<file path="config.mk">
export PLATFORM = sky130hd
export DESIGN_NAME = mem_access_unit_flat
export DESIGN_NICKNAME = d
export VERILOG_FILES = /design/src/rtl/mem_access_unit_pkg.sv /design/src/rtl/mem_access_unit_if.sv /design/src/rtl/mem_access_unit_load_align.sv /design/src/rtl/mem_access_unit.sv /design/src/flat_wrapper.sv
export SDC_FILE = /design/constraint.sdc
export NUM_CORES = 1
export LEC_CHECK = 0
export ABC_CLOCK_PERIOD_IN_PS = 4700
export CORE_ASPECT_RATIO = 1.75
export CORE_UTILIZATION = 50
export DETAILED_ROUTE_END_ITERATION = 6
export HOLD_SLACK_MARGIN = 0.08
export PLACE_DENSITY = 0.82
export SYNTH_ARGS = -nofsm -noshare
export SYNTH_HDL_FRONTEND = slang
export SYNTH_SLANG_ARGS = --single-unit
export TNS_END_PERCENT = 30
</file>
<file path="constraint.sdc">
create_clock -name clk -period 4.7 [get_ports clk]
set_clock_uncertainty 0.05 [all_clocks]
set_input_delay 0.705 -clock clk [delete_from_list [all_inputs] [get_ports clk]]
set_output_delay 0.705 -clock clk [all_outputs]
set_load 0.01 [all_outputs]
</file>
<file path="src/rtl/mem_access_unit_pkg.sv">
// Shared types and helpers for the load/store engine: RV32I width codes,
// FSM state encoding, alignment check and byte-lane helpers.
package mem_access_pkg;

  localparam logic [2:0] F3_B  = 3'b000;
  localparam logic [2:0] F3_H  = 3'b001;
  localparam logic [2:0] F3_W  = 3'b010;
  localparam logic [2:0] F3_BU = 3'b100;
  localparam logic [2:0] F3_HU = 3'b101;

  typedef enum logic [1:0] {
    IDLE    = 2'd0,
    RD_WAIT = 2'd1,
    WRITE   = 2'd2,
    RESP    = 2'd3
  } stateT;

  // Illegal width codes are reported the same way as misaligned accesses.
  function automatic logic is_misaligned(input logic [2:0] funct3, input logic [1:0] offs);
    case (funct3)
      F3_B, F3_BU: is_misaligned = 1'b0;
      F3_H, F3_HU: is_misaligned = offs[0];
      F3_W:        is_misaligned = (offs != 2'b00);
      default:     is_misaligned = 1'b1;
    endcase
  endfunction

  // Bit position of the addressed lane inside the memory word.
  function automatic logic [4:0] laneShift(input logic [2:0] funct3, input logic [1:0] offs);
    case (funct3)
      F3_B, F3_BU: laneShift = {offs, 3'b000};
      F3_H, F3_HU: laneShift = {offs[1], 4'b0000};
      default:     laneShift = 5'd0;
    endcase
  endfunction

  // Bits of the memory word owned by the addressed lane.
  function automatic logic [31:0] laneMask(input logic [2:0] funct3, input logic [1:0] offs);
    case (funct3)
      F3_B, F3_BU: laneMask = 32'h0000_00FF << laneShift(funct3, offs);
      F3_H, F3_HU: laneMask = 32'h0000_FFFF << laneShift(funct3, offs);
      default:     laneMask = 32'hFFFF_FFFF;
    endcase
  endfunction

  // Replace the addressed lane of a word with the low bits of the store data.
  function automatic logic [31:0] storeMerge(input logic [31:0] word, input logic [31:0] wdata,
                                             input logic [2:0] funct3, input logic [1:0] offs);
    logic [31:0] mask;
    mask       = laneMask(funct3, offs);
    storeMerge = (word & ~mask) | ((wdata << laneShift(funct3, offs)) & mask);
  endfunction

endpackage

</file>
<file path="src/rtl/mem_access_unit_if.sv">
// Request/response handshake between the core control FSM and the unit.
interface mem_access_unit_if;
  logic        req_valid;
  logic        req_ready;
  logic        req_write;
  logic [2:0]  req_funct3;
  logic [31:0] req_addr;
  logic [31:0] req_wdata;
  logic        resp_valid;
  logic [31:0] resp_rdata;
  logic        resp_misalign;

  modport master (
    output req_valid, req_write, req_funct3, req_addr, req_wdata,
    input  req_ready, resp_valid, resp_rdata, resp_misalign
  );

  modport slave (
    input  req_valid, req_write, req_funct3, req_addr, req_wdata,
    output req_ready, resp_valid, resp_rdata, resp_misalign
  );
endinterface

</file>
<file path="src/rtl/mem_access_unit_load_align.sv">
// Combinational load extraction: picks the addressed byte/half from a memory
// word and sign- or zero-extends it to 32 bits.
module load_align
  import mem_access_pkg::*;
(
  input  logic [31:0] word,
  input  logic [1:0]  offs,
  input  logic [2:0]  funct3,
  output logic [31:0] result
);

  logic [31:0] shifted;

  // Shift the lane down to bit 0, then extend according to the width code.
  always_comb begin
    shifted = word >> laneShift(funct3, offs);
    // NOTE: result gets a default before the case so no path leaves it unassigned (no latch).
    result  = shifted;
    case (funct3)
      F3_B:    result = {{24{shifted[7]}}, shifted[7:0]};
      F3_BU:   result = {24'd0, shifted[7:0]};
      F3_H:    result = {{16{shifted[15]}}, shifted[15:0]};
      F3_HU:   result = {16'd0, shifted[15:0]};
      default: result = shifted;
    endcase
  end

endmodule

</file>
<file path="src/rtl/mem_access_unit.sv">
// Initiator-side load/store engine. One byte-addressed request at a time is
// turned into word-addressed reads, writes or read-modify-write sequences.
module mem_access_unit
  import mem_access_pkg::*;
#(
  parameter int MEM_RD_LAT = 1
) (
  input  logic               clk,
  input  logic               reset,
  mem_access_unit_if.slave   bus,
  output logic [31:0]        address,
  output logic [31:0]        writeData,
  output logic               memRead,
  output logic               memWrite,
  input  logic [31:0]        memData
);

  localparam int              CW     = (MEM_RD_LAT > 1) ? $clog2(MEM_RD_LAT) : 1;
  localparam logic [CW-1:0]   LAT_M1 = CW'(MEM_RD_LAT - 1);

  stateT        state;
  logic         reqWrite;
  logic [2:0]   reqFunct3;
  logic [1:0]   reqOffs;
  logic [31:0]  reqWdata;
  logic [CW-1:0] rdCount;
  logic         readyReg;
  logic         respValidReg;
  logic         respMisalignReg;
  logic [31:0]  respRdataReg;
  logic [31:0]  loadValue;
  logic [31:0]  mergedWord;

  load_align u_loadAlign (
    .word   (memData),
    .offs   (reqOffs),
    .funct3 (reqFunct3),
    .result (loadValue)
  );

  assign mergedWord        = storeMerge(memData, reqWdata, reqFunct3, reqOffs);

  assign bus.req_ready     = readyReg;
  assign bus.resp_valid    = respValidReg;
  assign bus.resp_rdata    = respRdataReg;
  assign bus.resp_misalign = respMisalignReg;

  // Control FSM with registered strobes plus the request/data registers.
  always_ff @(posedge clk) begin
    if (reset) begin
      state           <= IDLE;
      readyReg        <= 1'b1;
      respValidReg    <= 1'b0;
      respMisalignReg <= 1'b0;
      respRdataReg    <= '0;
      address         <= '0;
      writeData       <= '0;
      memRead         <= 1'b0;
      memWrite        <= 1'b0;
      rdCount         <= '0;
      reqWrite        <= 1'b0;
      reqFunct3       <= '0;
      reqOffs         <= '0;
      reqWdata        <= '0;
    end else begin
      // NOTE: non-blocking assignments only, so every register sees the pre-edge values of its peers.
      respValidReg <= 1'b0;
      case (state)
        IDLE: begin
          if (bus.req_valid) begin
            readyReg  <= 1'b0;
            reqWrite  <= bus.req_write;
            reqFunct3 <= bus.req_funct3;
            reqOffs   <= bus.req_addr[1:0];
            reqWdata  <= bus.req_wdata;
            address   <= {2'b00, bus.req_addr[31:2]};
            if (is_misaligned(bus.req_funct3, bus.req_addr[1:0])) begin
              respValidReg    <= 1'b1;
              respMisalignReg <= 1'b1;
              respRdataReg    <= '0;
              state           <= RESP;
            end else if (bus.req_write && (bus.req_funct3 == F3_W)) begin
              writeData <= bus.req_wdata;
              memWrite  <= 1'b1;
              state     <= WRITE;
            end else begin
              memRead <= 1'b1;
              rdCount <= LAT_M1;
              state   <= RD_WAIT;
            end
          end
        end

        RD_WAIT: begin
          if (rdCount == '0) begin
            memRead <= 1'b0;
            if (reqWrite) begin
              writeData <= mergedWord;
              memWrite  <= 1'b1;
              state     <= WRITE;
            end else begin
              respRdataReg    <= loadValue;
              respMisalignReg <= 1'b0;
              respValidReg    <= 1'b1;
              state           <= RESP;
            end
          end else begin
            rdCount <= rdCount - CW'(1);
          end
        end

        WRITE: begin
          memWrite        <= 1'b0;
          respRdataReg    <= '0;
          respMisalignReg <= 1'b0;
          respValidReg    <= 1'b1;
          state           <= RESP;
        end

        RESP: begin
          readyReg <= 1'b1;
          state    <= IDLE;
        end

        default: begin
          readyReg <= 1'b1;
          memRead  <= 1'b0;
          memWrite <= 1'b0;
          state    <= IDLE;
        end
      endcase
    end
  end

endmodule

</file>
<file path="src/flat_wrapper.sv">
// flat-port wrapper written by rule: the top's interface ports become plain ports
module mem_access_unit_flat import mem_access_pkg::*;
#(
  parameter int MEM_RD_LAT = 1
)
  (clk, reset, address, writeData, memRead, memWrite, memData, bus_req_valid, bus_req_write, bus_req_funct3, bus_req_addr, bus_req_wdata, bus_req_ready, bus_resp_valid, bus_resp_rdata, bus_resp_misalign);
  mem_access_unit_if bus_i ();
  input  logic clk;
  input  logic reset;
  output logic [31:0] address;
  output logic [31:0] writeData;
  output logic memRead;
  output logic memWrite;
  input  logic [31:0] memData;
  input wire logic [$bits(bus_i.req_valid)-1:0] bus_req_valid;
  input wire logic [$bits(bus_i.req_write)-1:0] bus_req_write;
  input wire logic [$bits(bus_i.req_funct3)-1:0] bus_req_funct3;
  input wire logic [$bits(bus_i.req_addr)-1:0] bus_req_addr;
  input wire logic [$bits(bus_i.req_wdata)-1:0] bus_req_wdata;
  output wire logic [$bits(bus_i.req_ready)-1:0] bus_req_ready;
  output wire logic [$bits(bus_i.resp_valid)-1:0] bus_resp_valid;
  output wire logic [$bits(bus_i.resp_rdata)-1:0] bus_resp_rdata;
  output wire logic [$bits(bus_i.resp_misalign)-1:0] bus_resp_misalign;
  assign bus_i.req_valid = bus_req_valid;
  assign bus_i.req_write = bus_req_write;
  assign bus_i.req_funct3 = bus_req_funct3;
  assign bus_i.req_addr = bus_req_addr;
  assign bus_i.req_wdata = bus_req_wdata;
  assign bus_req_ready = bus_i.req_ready;
  assign bus_resp_valid = bus_i.resp_valid;
  assign bus_resp_rdata = bus_i.resp_rdata;
  assign bus_resp_misalign = bus_i.resp_misalign;
  mem_access_unit #(.MEM_RD_LAT(MEM_RD_LAT)) u_core (.clk(clk), .reset(reset), .bus(bus_i), .address(address), .writeData(writeData), .memRead(memRead), .memWrite(memWrite), .memData(memData));
endmodule
</file>
# Yosys cells after proc, flatten, opt, wreduce, memory -nomap -nowiden
# Index checks and enable logic that the tools add are counted.
dict set report totals {
  n_memories 0
  rom_bits 0
  output_inout_bits 101
  ff_bits 140
  ram_bits 0
  inputBits 103
  latchBits 0
  word_cells 115
}
dict set report classes {
  n_shift 4
  eq_ne 18
  n_div 0
  muxes 54
  n_mul 0
  n_reduce_logical 20
  bitwise_logic 4
  add_sub_neg 1
  n_lt_le_gt_ge 0
}
# op count
set ops {}
lappend ops {{$mux 32} 9}
lappend ops {{$pmux 32 s2} 2}
lappend ops {{$pmux 32 s4} 1}
lappend ops {{$pmux 32 s3} 1}
lappend ops {{$and 32x32->32} 2}
lappend ops {{$not 32->32} 1}
lappend ops {{$or 32x32->32} 1}
lappend ops {{$shl 16x5->32 const A} 1}
lappend ops {{$shl 32x5->32} 1}
lappend ops {{$shl 8x5->32 const A} 1}
lappend ops {{$shr 32x5->32} 1}
lappend ops {{$mux 1} 26}
lappend ops {{$eq 3x3->1 const B} 4}
lappend ops {{$pmux 1 s3} 4}
lappend ops {{$reduce_and 6->1} 2}
lappend ops {{$mux 5} 2}
lappend ops {{$ne 2x2->1 const B} 5}
lappend ops {{$pmux 5 s2} 1}
lappend ops {{$reduce_and 5->1} 2}
lappend ops {{$mux 2} 4}
lappend ops {{$pmux 2 s4} 1}
lappend ops {{$reduce_or 2->1} 4}
lappend ops {{$eq 3x1->1 const B} 2}
lappend ops {{$logic_not 3->1} 2}
lappend ops {{12 further kinds} 21}

# Depth between registers and ports, before layout
dict set report logic_depth {
  depth_word 11
  mapped_depth 10
  ltp_nobuf 7
}

# Modules after synthesis
# Synthesis repeated with hierarchy kept, for this count alone.
dict set report unflattened {
  hier_cells 901
  hier_area_um2 7120.6
}
# mod seq_area_each_um2 cells_each instances area_per_inst_um2
set by_module_without_submodules {}
lappend by_module_without_submodules {mem_access_unit 2782.7 813 1 6454.9}
lappend by_module_without_submodules {load_align 0.0 88 1 665.6}

# Worst setup path before layout
# No wires, ideal clock.
dict set report synth_path {
  path_type {input to register}
  startpoint {input port bus_req_funct3[0]}
  endpoint {register u_core.writeData[19]}
  t_required_ns 4.519
  arrival_time_ns 2.067
  setup_ns 0.131
  path_buffers 2
  path_slack_ns 2.451
  path_stages 7
  path_cell_list {and4bb_2 > a31oi_1 > or3_1 > buf_6 > buf_6 > a311oi_1 > nor3_1}
}
dict set report synth_via {
  elab_chain_cells 8
  word_cells_on_any_way 15
  cone_classes {eq/ne: 6; mux: 4; reduce/logical: 5}
}
# element line
set synth_rtl {}
lappend synth_rtl {{start: declaration} flat_wrapper.sv:17} ;# input wire logic [$bits(bus_i.req_funct3)-1:0] bus_req_funct3;
lappend synth_rtl {{$eq 3x1->1, or another cell as far along} mem_access_unit_pkg.sv:20} ;# case (funct3)
lappend synth_rtl {{$reduce_or 2->1} mem_access_unit_pkg.sv:20}
lappend synth_rtl {{$pmux 1 s3} mem_access_unit_pkg.sv:20}
lappend synth_rtl {{$mux 1} mem_access_unit.sv:70} ;# if (bus.req_valid) begin
lappend synth_rtl {{$mux 1} mem_access_unit.sv:68} ;# case (state)
lappend synth_rtl {{$mux 1} mem_access_unit.sv:50} ;# if (reset) begin
lappend synth_rtl {{$ne 2x2->1 (no line)} n/a}
lappend synth_rtl {{$reduce_and 6->1 (no line) (*)} n/a}
lappend synth_rtl {{end signal: assignment} mem_access_unit.sv:83} ;# writeData <= bus.req_wdata;
lappend synth_rtl {{end signal: assignment} mem_access_unit.sv:98} ;# writeData <= mergedWord;
lappend synth_rtl {{end: declaration} mem_access_unit.sv:12} ;# output logic [31:0] writeData,
# Mark *: on every way between the ends. The rest lies on a longest branch, timed or not. The select of a mux whose other input is x is not followed.
# A chain may end at the register's enable or synchronous reset.

# Final worst setup path
dict set report layout_path {
  startpoint {input port bus_req_funct3[0]}
  endpoint {register u_core.writeData[23]}
}
# Same word-level chain as after synthesis.

==> results.py <==
metrics = {
    "worst_setup_path": {
        "worstSetupStartpointType": "input pin",
        "cpLargestDelayFamily": "simple AND/OR/NAND/NOR gates",
        "r2r-start": "u_core.reqFunct3[0]",
        "worstPathMaxFanout": 21,
        "ff2ff_path_depth": 4,
        "max_stage_delay_ns": 0.64,
        "worst_r2r_endpoint": "u_core.writeData[14]",
        "crit_start": "bus_req_funct3[0]",
        "crit_arrival_ns": 3.04,
        "ff2ff_setup_slack_ns": 1.95,
        "critPathRequiredTime_ns": 4.93,
        "path_cells": "clkdlybuf4s50_1 -> and4bb_2 -> a31oi_1 -> or3_1 -> buf_4 -> a311oi_1 -> nor3_1",
        "path_buf_inv": 2,
        "path_class": "in2reg",
        "cp-end-kind": "register",
        "path_depth": 7,
        "cp_slowest_cell": "or3_1",
    },
    "detailed_routing": {
        "firstDrtPassIters": 5,
        "drt_iter0_drc": 598,
        "dr_total_vias": 6523,
        "post_drt_wl_per_cell_um": 17.4,
        "via_per_inst": 5.68,
        "wirelength_mm": 20.0,
        "ant_nets": 0,
        "post-route-drc-count": 0,
    },
    "timing": {
        "rsz0062_at_grt": "no",
        "setup_tns_ns": 0,
        "relSlewSlack_pct": 22.5,
        "hold_viol": 0,
        "maxSlewViolCount": 0,
        "min_period_over_period_pct": 59.8,
        "finalSetupViolations": 0,
        "tightestPinTransition_ns": 1.16,
        "fmax_mhz": 356,
        "min_period_ns": 2.81,
    },
    "final_layout": {
        "area_delta_synth_final_pct": 40.5,
        "layout_commonest_cell": "clkdlybuf4s50_1",
        "antennaDiodeCount": 0,
        "final_cell_mix": "200 x clkdlybuf4s50_1, 192 x nand2_1, 139 x dfxtp_1",
        "drive_gt1_share_pct": 6.93,
        "fin_nets": 1075,
    },
    "clock_tree": {
        "numCtsBuffers": 17,
        "cts_root_buffer": "clkbuf_16",
        "clock_path_buffers": 2,
        "cts_tree": "built",
        "path_clk_slew_ns": 0.06,
        "clock-sinks": 139,
        "h-tree-depth": 4,
        "clk_latency_ns": 0.42,
        "cts_resized": 0,
        "cts_hold_buffers": 0,
        "postCtsSetupBuffers": 0,
    },
    "power": {
        "power_density_mw_per_mm2": 560,
        "ir_drop_mv": 0.438,
        "p_leak_nw": 3.32,
        "power_mw": 5.06,
    },
    "floorplan": {
        "initial_utilization_pct": 51.5,
        "fp.coreArea_mm2": 0.0125,
        "die_w_um": 87.8,
        "rows": 54,
        "num_io_pins": 204,
        "die_h_um": 152,
        "die-area_mm2": 0.0133,
    },
    "synth": {
        "synth-seq-cells": 139,
        "synth.distinct_cells": 54,
        "yosysWarnings": 0,
        "syn_avg_cell_area_um2": 7.98,
        "synth_area_mm2": 0.00643,
        "yosysSeqAreaShare_pct": 43.2,
        "synthCells": 806,
    },
    "run": {
        "maxCapViolations": 0,
    },
    "min_path": {
        "hp-start": "u_core.bus.resp_rdata[27]",
        "hold_path_end": "u_core.bus.resp_rdata[27]",
        "min_delay_path_depth": 2,
        "hold_class": "reg2reg",
    },
    "run_status": {
        "status": "completed",
    },
    "global_routing": {
        "grt_pass1_vias": 6038,
        "overflow": 0,
        "grt_start_max_net_pins": 65,
        "antenna_found_initial": 0,
        "grt_pass1_wl_mm": 31.1,
        "grt_usage_pct": 30.5,
    },
    "placement": {
        "place_congestion": 0.936,
        "dp_hpwl_mm": 14.0,
        "portBuffers": 201,
    },
}
## cells in the mapped netlist (all sizes together)
cell	n	area, um^2
o21ai	31	159
nor4	1	6.26
nor3b	2	15.0
o21bai	2	15.0
ha	4	50.1
and3b	1	8.76
a22o	8	70.1
a211oi	4	30.0
o211ai	15	113
o22ai	5	31.3
a221o	10	100
a32o	5	50.1
a21oi	82	422
nand3b	2	15.0
or4	1	7.51
nand2b	21	139
and4bb	1	12.5
a211o	8	70.1
or3	3	18.8
o31a	1	8.76
dfxtp	139	2780
nand3	10	50.1
and3	8	50.1
buf	20	125
and4	1	8.76
o31ai	1	7.51
a31o	8	70.1
nor2b	33	206
nand4	1	6.26
a311oi	19	166
nor3	20	105
inv	7	26.3
o2bb2ai	1	8.76
a31oi	2	12.5
a21o	1	7.51
nor2	51	191
o2111ai	1	8.76
mux2	7	78.8
clkbuf	49	185
or3b	1	8.76
a2111oi	8	88.8
conb	1	3.75
nand2	193	724
mux2i	17	170
## state kept, by name, indices dropped and copies added (netlist names)
signal                    flops
u_core.bus.resp_misalign      1
u_core.address               30
u_core.bus.resp_rdata        32
u_core.reqWrite               1
u_core.bus.resp_valid         1
u_core.memRead                1
u_core.bus.req_ready          1
u_core.memWrite               1
u_core.reqFunct3              3
u_core.writeData             32
u_core.state                  2
u_core.reqOffs                2
u_core.reqWdata              32
## cell type report
| type | count | area [um^2] |
|---|---|---|
| clock buffer | 20 | 457 |
| clock inverter | 12 | 139 |
| fill | 970 | 3460 |
| inverter | 7 | 26.3 |
| multi-input combinational | 592 | 3340 |
| sequential | 139 | 2780 |
| tap | 168 | 210 |
| timing repair buffer | 211 | 2080 |
## through the flow
step	setup slack, ns	utilization (%)	hold slack (ns)	instances	instance area, um^2
2_1_floorplan	2.45	-	0.381	807	6440
3_3_place_gp	1.59	67.6	0.383	1117	8440
3_5_place_dp	1.52	67.6	0.391	1117	8440
4_1_cts	1.91	72.3	0.402	1149	9040
5_1_grt	1.73	72.3	0.418	1149	9040
6_report	1.89	72.3	0.399	1149	9040
## layer usage
layer | track usage (%) | up-vias | routed length [um]
met5 | 0 | - | 0
met4 | 19.5 | 0 | 1210
met3 | 7.55 | 76 | 1610
met2 | 51.1 | 332 | 10000
met1 | 33.3 | 2980 | 7210
li1 | - | 3135 | -
## logic make-up after synthesis
group / share of synthesized area [%]
mux: 3.87
fa+ha+maj: 0.778
simple gates: 24.5
flops: 43.2
other cells: 0.0583
compound gates: 22.4
buf+inv: 5.23
## tightest hold or removal path, delay by kind of cell (launching register included)
kind / cells / cell delay, ns
AOI/OAI and AO/OA: 1 / 0.05
and+or+nand+nor: 1 / 0.04
DFF: 1 / 0.32
## worst max-delay path by stage
stage / endpoint / slack [ns]
CTS: u_core.writeData[23] / 1.91
detailed placement: u_core.writeData[28] / 1.52
global placement: u_core.writeData[29] / 1.59
global route: u_core.writeData[14] / 1.73
floorplan: u_core.writeData[19] / 2.45
finish: u_core.writeData[23] / 1.89
## power breakdown
part           internal (mW)  total [mW]  switching, mW
logic                  0.907        2.03           1.13
clock network          0.815        1.34          0.528
registers               1.47        1.68          0.208
(Power assumes the default switching activity.)
